File: config.mk
export PLATFORM = sky130hd
export DESIGN_NAME = axis_mem_writer
export DESIGN_NICKNAME = d
export VERILOG_FILES = /design/src/rtl/axis_mem_writer_pkg.sv /design/src/rtl/axis_mem_writer_fwd_reg.sv /design/src/rtl/axis_mem_writer.sv
export SDC_FILE = /design/constraint.sdc
export NUM_CORES = 1
export LEC_CHECK = 0
export BUFFER_PORTS_ARGS = -buffer_cell sky130_fd_sc_hd__buf_4
export CORE_MARGIN = 5
export CORE_UTILIZATION = 30
export DETAILED_ROUTE_END_ITERATION = 12
export PLACE_DENSITY_LB_ADDON = 0.3
export SYNTH_ARGS = -nofsm -noshare
export SYNTH_HDL_FRONTEND = slang
export SYNTH_SLANG_ARGS = --single-unit
File: constraint.sdc
create_clock -name s01_axis_aclk -period 2.7 [get_ports s01_axis_aclk]
set_input_delay 0.27 -clock s01_axis_aclk [delete_from_list [all_inputs] [get_ports s01_axis_aclk]]
set_output_delay 0.27 -clock s01_axis_aclk [all_outputs]
set_load 0.01 [all_outputs]
File: src/rtl/axis_mem_writer_pkg.sv
// Shared types and default widths for the AXI-Stream memory writer.
package axis_mem_writer_pkg;

  localparam int unsigned DEF_ADDR_WIDTH = 12;
  localparam int unsigned DEF_DATA_WIDTH = 32;
  localparam int unsigned DEF_MAX_BURST  = 256;

  typedef enum logic [1:0] {
    IDLE      = 2'd0,
    STREAM    = 2'd1,
    DRAIN     = 2'd2,
    WAIT_LAST = 2'd3
  } wr_state_e;

  function automatic int unsigned strb_width(input int unsigned data_width);
    return data_width / 8;
  endfunction

endpackage

File: src/rtl/axis_mem_writer_fwd_reg.sv
// One-deep valid/ready forward register; holds its payload while the sink stalls.
module axis_mem_writer_fwd_reg #(
  parameter int unsigned W = 8
) (
  input  logic         clk_i,
  input  logic         rst_i,
  input  logic [W-1:0] in_data_i,
  input  logic         in_valid_i,
  output logic         in_ready_o,
  output logic [W-1:0] out_data_o,
  output logic         out_valid_o,
  input  logic         out_ready_i
);

  logic [W-1:0] data_q;
  logic         valid_q;

  // Can refill in the same cycle the current beat leaves, so no bubble.
  assign in_ready_o  = !valid_q || out_ready_i;
  assign out_data_o  = data_q;
  assign out_valid_o = valid_q;

  always_ff @(posedge clk_i) begin
    if (rst_i) begin
      valid_q <= 1'b0;
      data_q  <= '0;
    end else if (in_valid_i && in_ready_o) begin
      valid_q <= 1'b1;
      data_q  <= in_data_i;
    end else if (out_ready_i) begin
      valid_q <= 1'b0;
    end
  end

endmodule

File: src/rtl/axis_mem_writer.sv
// Accepts one AXI-Stream packet per start command and writes it to sequential
// memory addresses from a programmed base, reporting length and error flags.
module axis_mem_writer
  import axis_mem_writer_pkg::*;
#(
  parameter int unsigned ADDR_WIDTH = DEF_ADDR_WIDTH,
  parameter int unsigned DATA_WIDTH = DEF_DATA_WIDTH,
  parameter int unsigned MAX_BURST  = DEF_MAX_BURST
) (
  input  logic                    s01_axis_aclk,
  input  logic                    s01_axis_areset,
  input  logic [ADDR_WIDTH-1:0]   cfg_base_addr,
  input  logic                    cfg_start,
  input  logic [DATA_WIDTH-1:0]   s01_axis_tdata,
  input  logic [DATA_WIDTH/8-1:0] s01_axis_tstrb,
  input  logic                    s01_axis_tvalid,
  input  logic                    s01_axis_tlast,
  output logic                    s01_axis_tready,
  output logic                    m01_axis_wr_en,
  output logic [ADDR_WIDTH-1:0]   m01_axis_wr_addr,
  output logic [DATA_WIDTH-1:0]   m01_axis_wr_tdata,
  output logic [DATA_WIDTH/8-1:0] m01_axis_tstrb,
  output logic                    m01_axis_tvalid,
  output logic                    m01_axis_tlast,
  input  logic                    m01_axis_tready,
  output logic                    busy,
  output logic                    done,
  output logic [ADDR_WIDTH:0]     pkt_len,
  output logic                    err_wrap,
  output logic                    err_len
);

  localparam int unsigned STRB_W = strb_width(DATA_WIDTH);
  localparam int unsigned CNT_W  = ADDR_WIDTH + 1;
  localparam int unsigned PAY_W  = ADDR_WIDTH + DATA_WIDTH + STRB_W + 1;

  wr_state_e             state_q, state_d;
  logic [CNT_W-1:0]      cnt_q, cnt_d;
  logic [ADDR_WIDTH-1:0] base_q, base_d;
  logic                  err_wrap_q, err_wrap_d;
  logic                  err_len_q, err_len_d;
  logic                  done_q, done_d;
  logic                  busy_q, busy_d;
  logic [CNT_W-1:0]      pkt_len_q, pkt_len_d;

  logic                  fwd_in_ready;
  logic                  fwd_valid;
  logic                  fwd_load;
  logic                  force_last;
  logic                  s_accept;
  logic [ADDR_WIDTH-1:0] wr_addr_c;
  logic [CNT_W-1:0]      cnt_inc;
  logic [PAY_W-1:0]      pay_in;
  logic [PAY_W-1:0]      pay_out;

  assign wr_addr_c = base_q + cnt_q[ADDR_WIDTH-1:0];
  assign cnt_inc   = cnt_q + CNT_W'(1);

  // In DRAIN the source is emptied without touching memory.
  assign s01_axis_tready = ((state_q == STREAM) && fwd_in_ready) || (state_q == DRAIN);
  assign s_accept        = s01_axis_tvalid && s01_axis_tready;

  assign pay_in = {wr_addr_c, s01_axis_tdata, s01_axis_tstrb, s01_axis_tlast | force_last};

  axis_mem_writer_fwd_reg #(
    .W (PAY_W)
  ) u_fwd (
    .clk_i       (s01_axis_aclk),
    .rst_i       (s01_axis_areset),
    .in_data_i   (pay_in),
    .in_valid_i  (fwd_load),
    .in_ready_o  (fwd_in_ready),
    .out_data_o  (pay_out),
    .out_valid_o (fwd_valid),
    .out_ready_i (m01_axis_tready)
  );

  assign {m01_axis_wr_addr, m01_axis_wr_tdata, m01_axis_tstrb, m01_axis_tlast} = pay_out;
  assign m01_axis_tvalid = fwd_valid;
  assign m01_axis_wr_en  = fwd_valid;

  assign busy     = busy_q;
  assign done     = done_q;
  assign pkt_len  = pkt_len_q;
  assign err_wrap = err_wrap_q;
  assign err_len  = err_len_q;

  always_ff @(posedge s01_axis_aclk) begin
    if (s01_axis_areset) begin
      state_q    <= IDLE;
      cnt_q      <= '0;
      base_q     <= '0;
      err_wrap_q <= 1'b0;
      err_len_q  <= 1'b0;
      done_q     <= 1'b0;
      busy_q     <= 1'b0;
      pkt_len_q  <= '0;
    end else begin
      state_q    <= state_d;
      cnt_q      <= cnt_d;
      base_q     <= base_d;
      err_wrap_q <= err_wrap_d;
      err_len_q  <= err_len_d;
      done_q     <= done_d;
      busy_q     <= busy_d;
      pkt_len_q  <= pkt_len_d;
    end
  end

  always_comb begin
    state_d    = state_q;
    cnt_d      = cnt_q;
    base_d     = base_q;
    err_wrap_d = err_wrap_q;
    err_len_d  = err_len_q;
    done_d     = 1'b0;
    pkt_len_d  = pkt_len_q;
    fwd_load   = 1'b0;
    force_last = 1'b0;

    unique case (state_q)
      IDLE: begin
        // A start coinciding with the done pulse still sees the block busy.
        if (cfg_start && !done_q) begin
          base_d     = cfg_base_addr;
          cnt_d      = '0;
          err_wrap_d = 1'b0;
          err_len_d  = 1'b0;
          state_d    = STREAM;
        end
      end
      STREAM: begin
        if (s_accept) begin
          fwd_load = 1'b1;
          cnt_d    = cnt_inc;
          if ((wr_addr_c == '0) && (cnt_q != '0)) begin
            err_wrap_d = 1'b1;
          end
          if (s01_axis_tlast) begin
            state_d = WAIT_LAST;
          end else if (cnt_inc == CNT_W'(MAX_BURST)) begin
            force_last = 1'b1;
            err_len_d  = 1'b1;
            state_d    = DRAIN;
          end
        end
      end
      DRAIN: begin
        if (s_accept && s01_axis_tlast) begin
          state_d = WAIT_LAST;
        end
      end
      WAIT_LAST: begin
        if (!fwd_valid || m01_axis_tready) begin
          done_d    = 1'b1;
          pkt_len_d = cnt_q;
          state_d   = IDLE;
        end
      end
      default: state_d = IDLE;
    endcase

    busy_d = (state_d != IDLE) || done_d;
  end

endmodule
# After elaboration in Yosys (flattened, before gate mapping)

Index checks and enable logic that the tools add are counted.

Add/sub/neg operators: 2
Equal/unequal tests: 9
Mux-type cells: 28
Bitwise logic cells: 1
Reductions and logical operators: 22

Operator list:

| kind                                                                     | number |
|---|---|
| 13-bit two-way mux                                                       | 2 |
| 13-bit one-hot mux with 2 select lines                                   | 1 |
| 1-bit two-way mux                                                        | 16 |
| 13-bit by 1-bit adder with 13-bit output (second input constant)         | 1 |
| 13-bit by 9-bit == test with 1-bit output (second input constant)        | 1 |
| 13-bit nonzero test                                                      | 1 |
| 12-bit adder                                                             | 1 |
| 12-bit logical NOT                                                       | 1 |
| 2-bit two-way mux                                                        | 6 |
| 2-bit one-hot mux with 4 select lines                                    | 1 |
| 1-bit logical AND                                                        | 6 |
| 2-bit inequality test (second input constant)                            | 3 |
| 2-bit nonzero test                                                       | 3 |
| 5-bit AND reduction                                                      | 1 |
| 2-bit == test (second input constant)                                    | 2 |
| 2-bit by 1-bit inequality test with 1-bit output (second input constant) | 2 |
| 1-bit one-hot mux with 2 select lines                                    | 2 |
| 2-bit AND reduction                                                      | 2 |
| 4-bit AND reduction                                                      | 1 |
| 1-bit logical OR                                                         | 3 |
| 3-bit AND reduction                                                      | 1 |
| 2-bit by 1-bit == test with 1-bit output (second input constant)         | 1 |
| 1-bit logical NOT                                                        | 2 |
| 2-bit logical NOT                                                        | 1 |
| 1-bit OR                                                                 | 1 |

Register bits: 94
Input port bits: 54
Output and inout bits: 69
Logic and storage cells: 72

# Depth between registers and ports, before layout

Gate-level depths: netlist (run 1).

Depth in word-level cells: 10
Gate-level depth with buffers: 10
Mapped depth without buffers: 10

# Hierarchy

Synthesis (run 1) repeated with hierarchy kept, for this count alone.

Cells, all modules: 577
Area, all modules: 4,962.3 um2

Modules (own cells, without submodules):

| module                  | times used | cells each | area each (um2) | sequential area each (um2) |
|---|---|---|---|---|
| axis_mem_writer         | 1          | 349        | 2,606.2         | 880.8 |
| axis_mem_writer_fwd_reg | 1          | 228        | 2,356.0         | 1,001.0 |

# Worst setup path before layout (run 1)

Ideal clock, no wire load.

Kind: register to register
Start: reg cnt_q[1]
End: reg err_wrap_q, in the netlist err_wrap
Setup time: 0.072 ns
Arrival time: 2.347 ns
Required time: 2.628 ns
Setup slack: 0.281 ns
Stages on the path, launching flop included: 10
Clock period less this slack: 2.419 ns
Cells stage by stage: dfxtp_1 buf_2 inv_1 fa_1 xnor2_1 or3b_2 nor4_1 nand4_1 nor4_2 mux2i_1

Word-level cells in the longest chain between the ends: 5
Elaborated cells on any way between the ends: 6
Classes of those cells: add/sub: 1; eq/ne: 1; reduce/logical: 4

RTL lines:

| element                                                             | RTL line               | source |
|---|---|---|
| start: declaration                                                  | axis_mem_writer.sv:38  | `logic [CNT_W-1:0] cnt_q, cnt_d;` |
| start signal: assignment                                            | axis_mem_writer.sv:100 | `cnt_q <= cnt_d;` |
| 12-bit adder                                                        | axis_mem_writer.sv:56  | `assign wr_addr_c = base_q + cnt_q[ADDR_WIDTH-1:0];` |
| 12-bit logical NOT                                                  | axis_mem_writer.sv:136 | `if ((wr_addr_c == '0) && (cnt_q != '0)) begin` |
| 1-bit logical AND *                                                 | axis_mem_writer.sv:136 |  |
| 2-bit by 1-bit inequality test with 1-bit output (no source line) * | --                     |  |
| 4-bit AND reduction (no source line) *                              | --                     |  |
| end signal: assignment                                              | axis_mem_writer.sv:102 | `err_wrap_q <= err_wrap_d;` |
| end: declaration                                                    | axis_mem_writer.sv:40  | `logic err_wrap_q, err_wrap_d;` |

Every way passes the cells marked *; elsewhere a longest branch is shown, timed or not.
A chain may end at the register's enable or synchronous reset.

# Final worst setup path (run 1)

Start: reg cnt_q[2]
End: reg err_wrap_q, in the netlist err_wrap

The elaborated chain is that of the path after synthesis.

==> results.json, run 1 <==
{
  "die_area_um2": 16600,
  "cp_num_buf_inv": 0,
  "diodes": 0,
  "vias_per_cell": 4.88,
  "leakage_uw": 0.00228,
  "cts.reportedPaths.clkPinSlew_ns": 0.07,
  "syn_avg_cell_area_um2": 7.67,
  "die_h_um": 129,
  "cts_tree": "built",
  "drc": 0,
  "wirelength_um": 12300,
  "crit_arrival_ns": 2.79,
  "ys_seq_area_frac": 0.443,
  "fmax_mhz": 397,
  "power_density_nw_per_um2": 573,
  "grt_max_degree": 71,
  "fp.dieW_um": 129,
  "setup_slack_ns": 0.181,
  "drt_first_pass_iters": 4,
  "crit_slowest_cell": "dfxtp_1",
  "drt_iter0_drc": 256,
  "yosysUniqueCellTypes": 50,
  "async_reset_ff_frac": 0,
  "grt_pass1_vias": 4004,
  "post-route-min-period_ns": 2.52,
  "placed_area_um2": 5300,
  "tns_ns": 0,
  "htree_num_levels": 3,
  "synth_area_um2": 4240,
  "clockBufferDepth": 2,
  "core_region_area_um2": 13900,
  "postCtsSetupRepairBufs": 0,
  "synthCells": 553,
  "drive_gt1_frac": 0.235,
  "critPathKind": "flip-flop to flip-flop",
  "cp-end-kind": "flip-flop",
  "rsz0062_at_grt": "false",
  "final-max-slew-violation-count": 0,
  "drv_cap": 0,
  "cpPeakStageDelay_ns": 0.56,
  "syn-num-nets": 622,
  "cts_buffers": 9,
  "critical_path_required_ns": 2.97,
  "fin_skew_ns": 0.00860,
  "tightest_slew_ns": 0.725,
  "antenna_left": 0,
  "initial_utilization": 0.306,
  "ys_warn_count": 0,
  "io_buffers": 122,
  "dp_hpwl_um": 8930,
  "irDropWorstVdd_v": 0.000277,
  "setup_viol": 0,
  "synth_ff_type": "dfxtp_1",
  "via_count": 4098,
  "path_cells": "ha_1, nor2b_1, o31a_1, or2_1, a31oi_1, xnor2_1, nor4_2, mux2i_1",
  "io_pins": 123,
  "synth_edf_count": 0,
  "grt_pass1_wl_um": 19800,
  "hold_violations": 0,
  "critPathLaunchType": "flip-flop",
  "rows": 43,
  "gr-total-overflow": 0,
  "layout_common_cells": "nand2_1, buf_4, dfxtp_1",
  "fin_crit_sh": 0.933,
  "worst-path-max-fanout": 12,
  "path_delay_family": "simple AND/OR/NAND/NOR gates",
  "place.gp.congestion": 0.857,
  "final_common_cell": "nand2_1",
  "yosys_register_bits": 94,
  "cts_hold_buf": 0,
  "routedWlPerCell_um": 14.7,
  "cts_num_sinks": 94,
  "grtUsageTotal": 0.147,
  "area_growth_pct": 32.0,
  "worst_skew_pair.late_latency_ns": 0.35,
  "hold_class": "input pin to flip-flop",
  "finish.instance_area_um2": 5600,
  "status": "completed",
  "maxSlewHeadroom": 0.516,
  "dpl_worst_slack_ns": 0.232,
  "nets": 725,
  "root_buffer": "clkbuf_16",
  "antenna_found_initial": 0
}
==> cell type report <==
cell class | count | area [um2]
inverter | 8 | 30.0
multi-input combinational | 411 | 2180
fill | 1438 | 8280
timing repair buffer | 132 | 991
tap | 180 | 225
sequential | 94 | 1880
clock buffer | 12 | 246
clock inverter | 3 | 43.8
==> state kept, by name, indices dropped and copies added (netlist names) <==
name,count
done,1
state_q,2
u_fwd.out_data_o,49
pkt_len,13
cnt_q,13
err_wrap,1
u_fwd.out_valid_o,1
err_len,1
busy,1
base_q,12
==> per-layer routing <==
metal	track usage	up-vias	wire [um]
met4	0.0642	0	251
met5	0	-	0
met2	0.238	117	6000
met1	0.190	1872	5390
met3	0.0286	19	680
li1	-	2090	-
==> final timing paths <==
check | slack [ns] | from | depth (start not counted) | endpoint
max | 0.18 | cnt_q[2]$_SDFFE_PP0P_ | 8 | err_wrap$_SDFFE_PP0P_
min | 0.17 | s01_axis_tstrb[0] | 3 | u_fwd.out_data_o[1]$_SDFFE_PP0P_
min reg2reg | 0.45 | u_fwd.out_data_o[17]$_SDFFE_PP0P_ | 2 | u_fwd.out_data_o[17]$_SDFFE_PP0P_
max reg2reg | 0.18 | cnt_q[2]$_SDFFE_PP0P_ | 8 | err_wrap$_SDFFE_PP0P_
==> worst reg2reg max path: cells and delay by family, from the launching register on <==
kind	cells	cell delay, ns
simple gates	3	0.71
flops	1	0.56
compound gates	2	0.50
fa+ha+maj	1	0.35
mux	1	0.21
xor+xnor	1	0.12
==> synthesized netlist by cell type (2+ instances only) <==
cell      instances  share of area
inv_1             8         0.0071
buf_2             7         0.0083
ha_1             14          0.041
nor2_1           32          0.028
a31oi_1           4         0.0059
a21oi_1          91           0.11
nand4_1           7          0.010
nor3_1            8         0.0094
a311oi_1          2         0.0041
dfxtp_1          94           0.44
o211ai_1          2         0.0035
nor2b_1           2         0.0029
xor2_1            6          0.012
clkbuf_1         28          0.025
nand2_1         156           0.14
xnor2_1           6          0.012
buf_1             4         0.0035
and3_1            3         0.0044
nand2b_1          4         0.0059
a211oi_1          7          0.012
nand3b_1          4         0.0071
o22ai_1           6         0.0088
o21ai_0          14          0.017
or3_1             3         0.0044
nand3_1           8         0.0094
o21a_1            4         0.0071
o21bai_1          2         0.0035
a31o_2            2         0.0041
nor4_1            4         0.0059
==> metrics by stage <==
step           std cells  power, uW   util  hold WS [ns]
2_1_floorplan        553       1760      -         0.406
3_3_place_gp         825       1970  0.382         0.443
3_5_place_dp         825       1980  0.382         0.448
4_1_cts              840       3250  0.403         0.157
5_1_grt              840       3370  0.403         0.171
6_report             840       3210  0.403         0.171
==> logic make-up after synthesis <==
family          count (synthesis)  synth area share
compound gates                143             0.192
mux                             1           0.00236
simple gates                  240             0.246
buf+inv                        48            0.0454
flops                          94             0.443
fa+ha+maj                      15            0.0460
xor+xnor                       12            0.0248
==> repair_timing <==
| item | in CTS | in global routing |
|---|---|---|
| gates resized for setup | 0 | 1 |
| endpoints found under the hold margin | 0 | 0 |
| setup endpoints to repair | 0 | 1 |
==> report_power, final <==
| part | switching, uW | internal [uW] | leakage [uW] | total, uW |
|---|---|---|---|---|
| combinational | 260 | 197 | 0.00138 | 456 |
| clock | 526 | 741 | 0.000143 | 1270 |
| sequential | 39.4 | 1450 | 0.000763 | 1490 |
| total | 825 | 2380 | 0.00228 | 3210 |
(Power assumes the default switching activity.)
==> inputs of run 2 (changes only) <==
- CTS_CLUSTER_DIAMETER: not set -> 200
- clock period: 2.7 -> 2.8 ns (I/O delays scaled with it)
==> run 2 against run 1 <==
- core utilization shrank 0.072 points
- flip-flop and latch count is the same
- clock power shrank 7%
- setup slack gained 0.15 ns
- cell count is the same
- sequential power shrank 4%
- non-clock buffer count is the same
- critical path type unchanged
- critical endpoint unchanged
==> results.json, run 2 (synthesized netlist as in run 1, its figures left out) <==
{
  "status": "completed",
  "path_delay_family": "simple AND/OR/NAND/NOR gates",
  "fp.dieW_um": 129,
  "final-max-slew-violation-count": 0,
  "tns_ns": 0,
  "hold_class": "input pin to flip-flop",
  "drv_cap": 0,
  "cts_buffers": 9,
  "maxSlewHeadroom": 0.356,
  "fin_crit_sh": 0.883,
  "layout_common_cells": "nand2_1, buf_4, dfxtp_1",
  "grt_max_degree": 96,
  "dp_hpwl_um": 8920,
  "diodes": 0,
  "whs_ns": 0.182,
  "wirelength_um": 12200,
  "post-route-min-period_ns": 2.47,
  "die_area_um2": 16600,
  "grt_pass1_vias": 3986,
  "io_pins": 123,
  "cts_hold_buf": 0,
  "htree_num_levels": 3,
  "final_common_cell": "nand2_1",
  "io_buffers": 122,
  "cp-end-kind": "flip-flop",
  "cts.reportedPaths.clkPinSlew_ns": 0.07,
  "nets": 725,
  "critPathLaunchType": "flip-flop",
  "largest_reg_flops": 49,
  "drt_iter0_drc": 189,
  "antenna_left": 0,
  "power.total_uw": 3050,
  "crit_slowest_cell": "fa_1",
  "final_util": 0.403,
  "dpl_worst_slack_ns": 0.330,
  "gr-total-overflow": 0,
  "rsz0062_at_grt": "false",
  "setup_slack_ns": 0.328,
  "grt_pass1_wl_um": 19700,
  "fin_skew_ns": 0.0111,
  "via_count": 4037,
  "tightest_slew_ns": 0.966,
  "path_cells": "inv_1, fa_1, xnor2_1, or3b_2, nor4_1, nand4_1, nor4_2, mux2i_1",
  "initial_utilization": 0.306,
  "cts_resized": 0,
  "irDropWorstVdd_v": 0.000283,
  "postCtsSetupRepairBufs": 0,
  "crit_arrival_ns": 2.75,
  "cp_num_buf_inv": 1,
  "cts_num_sinks": 94,
  "root_buffer": "clkbuf_16",
  "leakage_uw": 0.00228,
  "antenna_found_initial": 0,
  "fmax_mhz": 405,
  "core_region_area_um2": 13900,
  "n_fill_cell": 1421,
  "rows": 43,
  "hold_violations": 0,
  "drive_gt1_frac": 0.235,
  "cts_tree": "built",
  "worst-path-max-fanout": 5,
  "die_h_um": 129,
  "setup_viol": 0,
  "place.gp.congestion": 0.820,
  "critical_path_required_ns": 3.08,
  "cpPeakStageDelay_ns": 0.46,
  "worst_skew_pair.late_latency_ns": 0.35,
  "power_density_nw_per_um2": 546,
  "multiInputGateArea_um2": 2180,
  "critPathKind": "flip-flop to flip-flop",
  "grtUsageTotal": 0.147,
  "vias_per_cell": 4.81,
  "drc": 0,
  "clockBufferDepth": 2,
  "area_growth_pct": 31.7,
  "routedWlPerCell_um": 14.5,
  "drt_first_pass_iters": 4,
  "regArea_um2": 1880
}
run 2: cell types whose count changed in the layout (fill, tap and decap cells not counted), sizes merged:
cell	delta
inv	-1
clkinvlp	+1
bufinv	-1
clkbuf	+1
run 2: area by class of cell:
cell class | count | share of cell area
inverters | 8 | 0.00537
flip-flops and latches | 94 | 0.337
repair buffers | 132 | 0.177
well taps | 180 | 0.0403
multi-input cells | 411 | 0.389
clock buffers | 13 | 0.0483
clock inverters | 2 | 0.00291
run 2: final timing paths:
kind / from / endpoint / slack, ns / cells past startpoint
worst max register to register: cnt_q[1]$_SDFFE_PP0P_ / err_wrap$_SDFFE_PP0P_ / 0.33 / 8
worst min register to register: u_fwd.out_data_o[30]$_SDFFE_PP0P_ / u_fwd.out_data_o[30]$_SDFFE_PP0P_ / 0.46 / 2
worst max-delay path: cnt_q[1]$_SDFFE_PP0P_ / err_wrap$_SDFFE_PP0P_ / 0.33 / 8
worst min-delay path: s01_axis_tstrb[3] / u_fwd.out_data_o[4]$_SDFFE_PP0P_ / 0.18 / 3
run 2: per-layer routing:
layer  vias to the layer above  part of all wire  global-route usage
met1                      1844              0.44               0.186
met2                        97              0.49               0.245
li1                       2085                 -                   -
met3                        11             0.054              0.0357
met5                         -                 0                   0
met4                         0             0.011              0.0506
run 2: power breakdown:
| part | leakage, uW | total, uW | switching [uW] | internal (uW) |
|---|---|---|---|---|
| sequential | 0.000763 | 1430 | 37.2 | 1400 |
| combinational | 0.00138 | 438 | 248 | 190 |
| clock | 0.000138 | 1180 | 507 | 672 |
| total | 0.00228 | 3050 | 792 | 2260 |
run 2: worst register-to-register path, cell delays in order (launching register included):
cell and delay [ns]:
dfxtp_1 0.43, inv_1 0.12, fa_1 0.47, xnor2_1 0.16
or3b_2 0.45, nor4_1 0.27, nand4_1 0.14, nor4_2 0.19
mux2i_1 0.20
run 2: through the flow:
step / std cells / instance area (um2)
4_1_cts: 840 / 5590
3_5_place_dp: 825 / 5300
5_1_grt: 840 / 5590
3_3_place_gp: 825 / 5300
2_1_floorplan: 553 / 4240
6_report: 840 / 5590
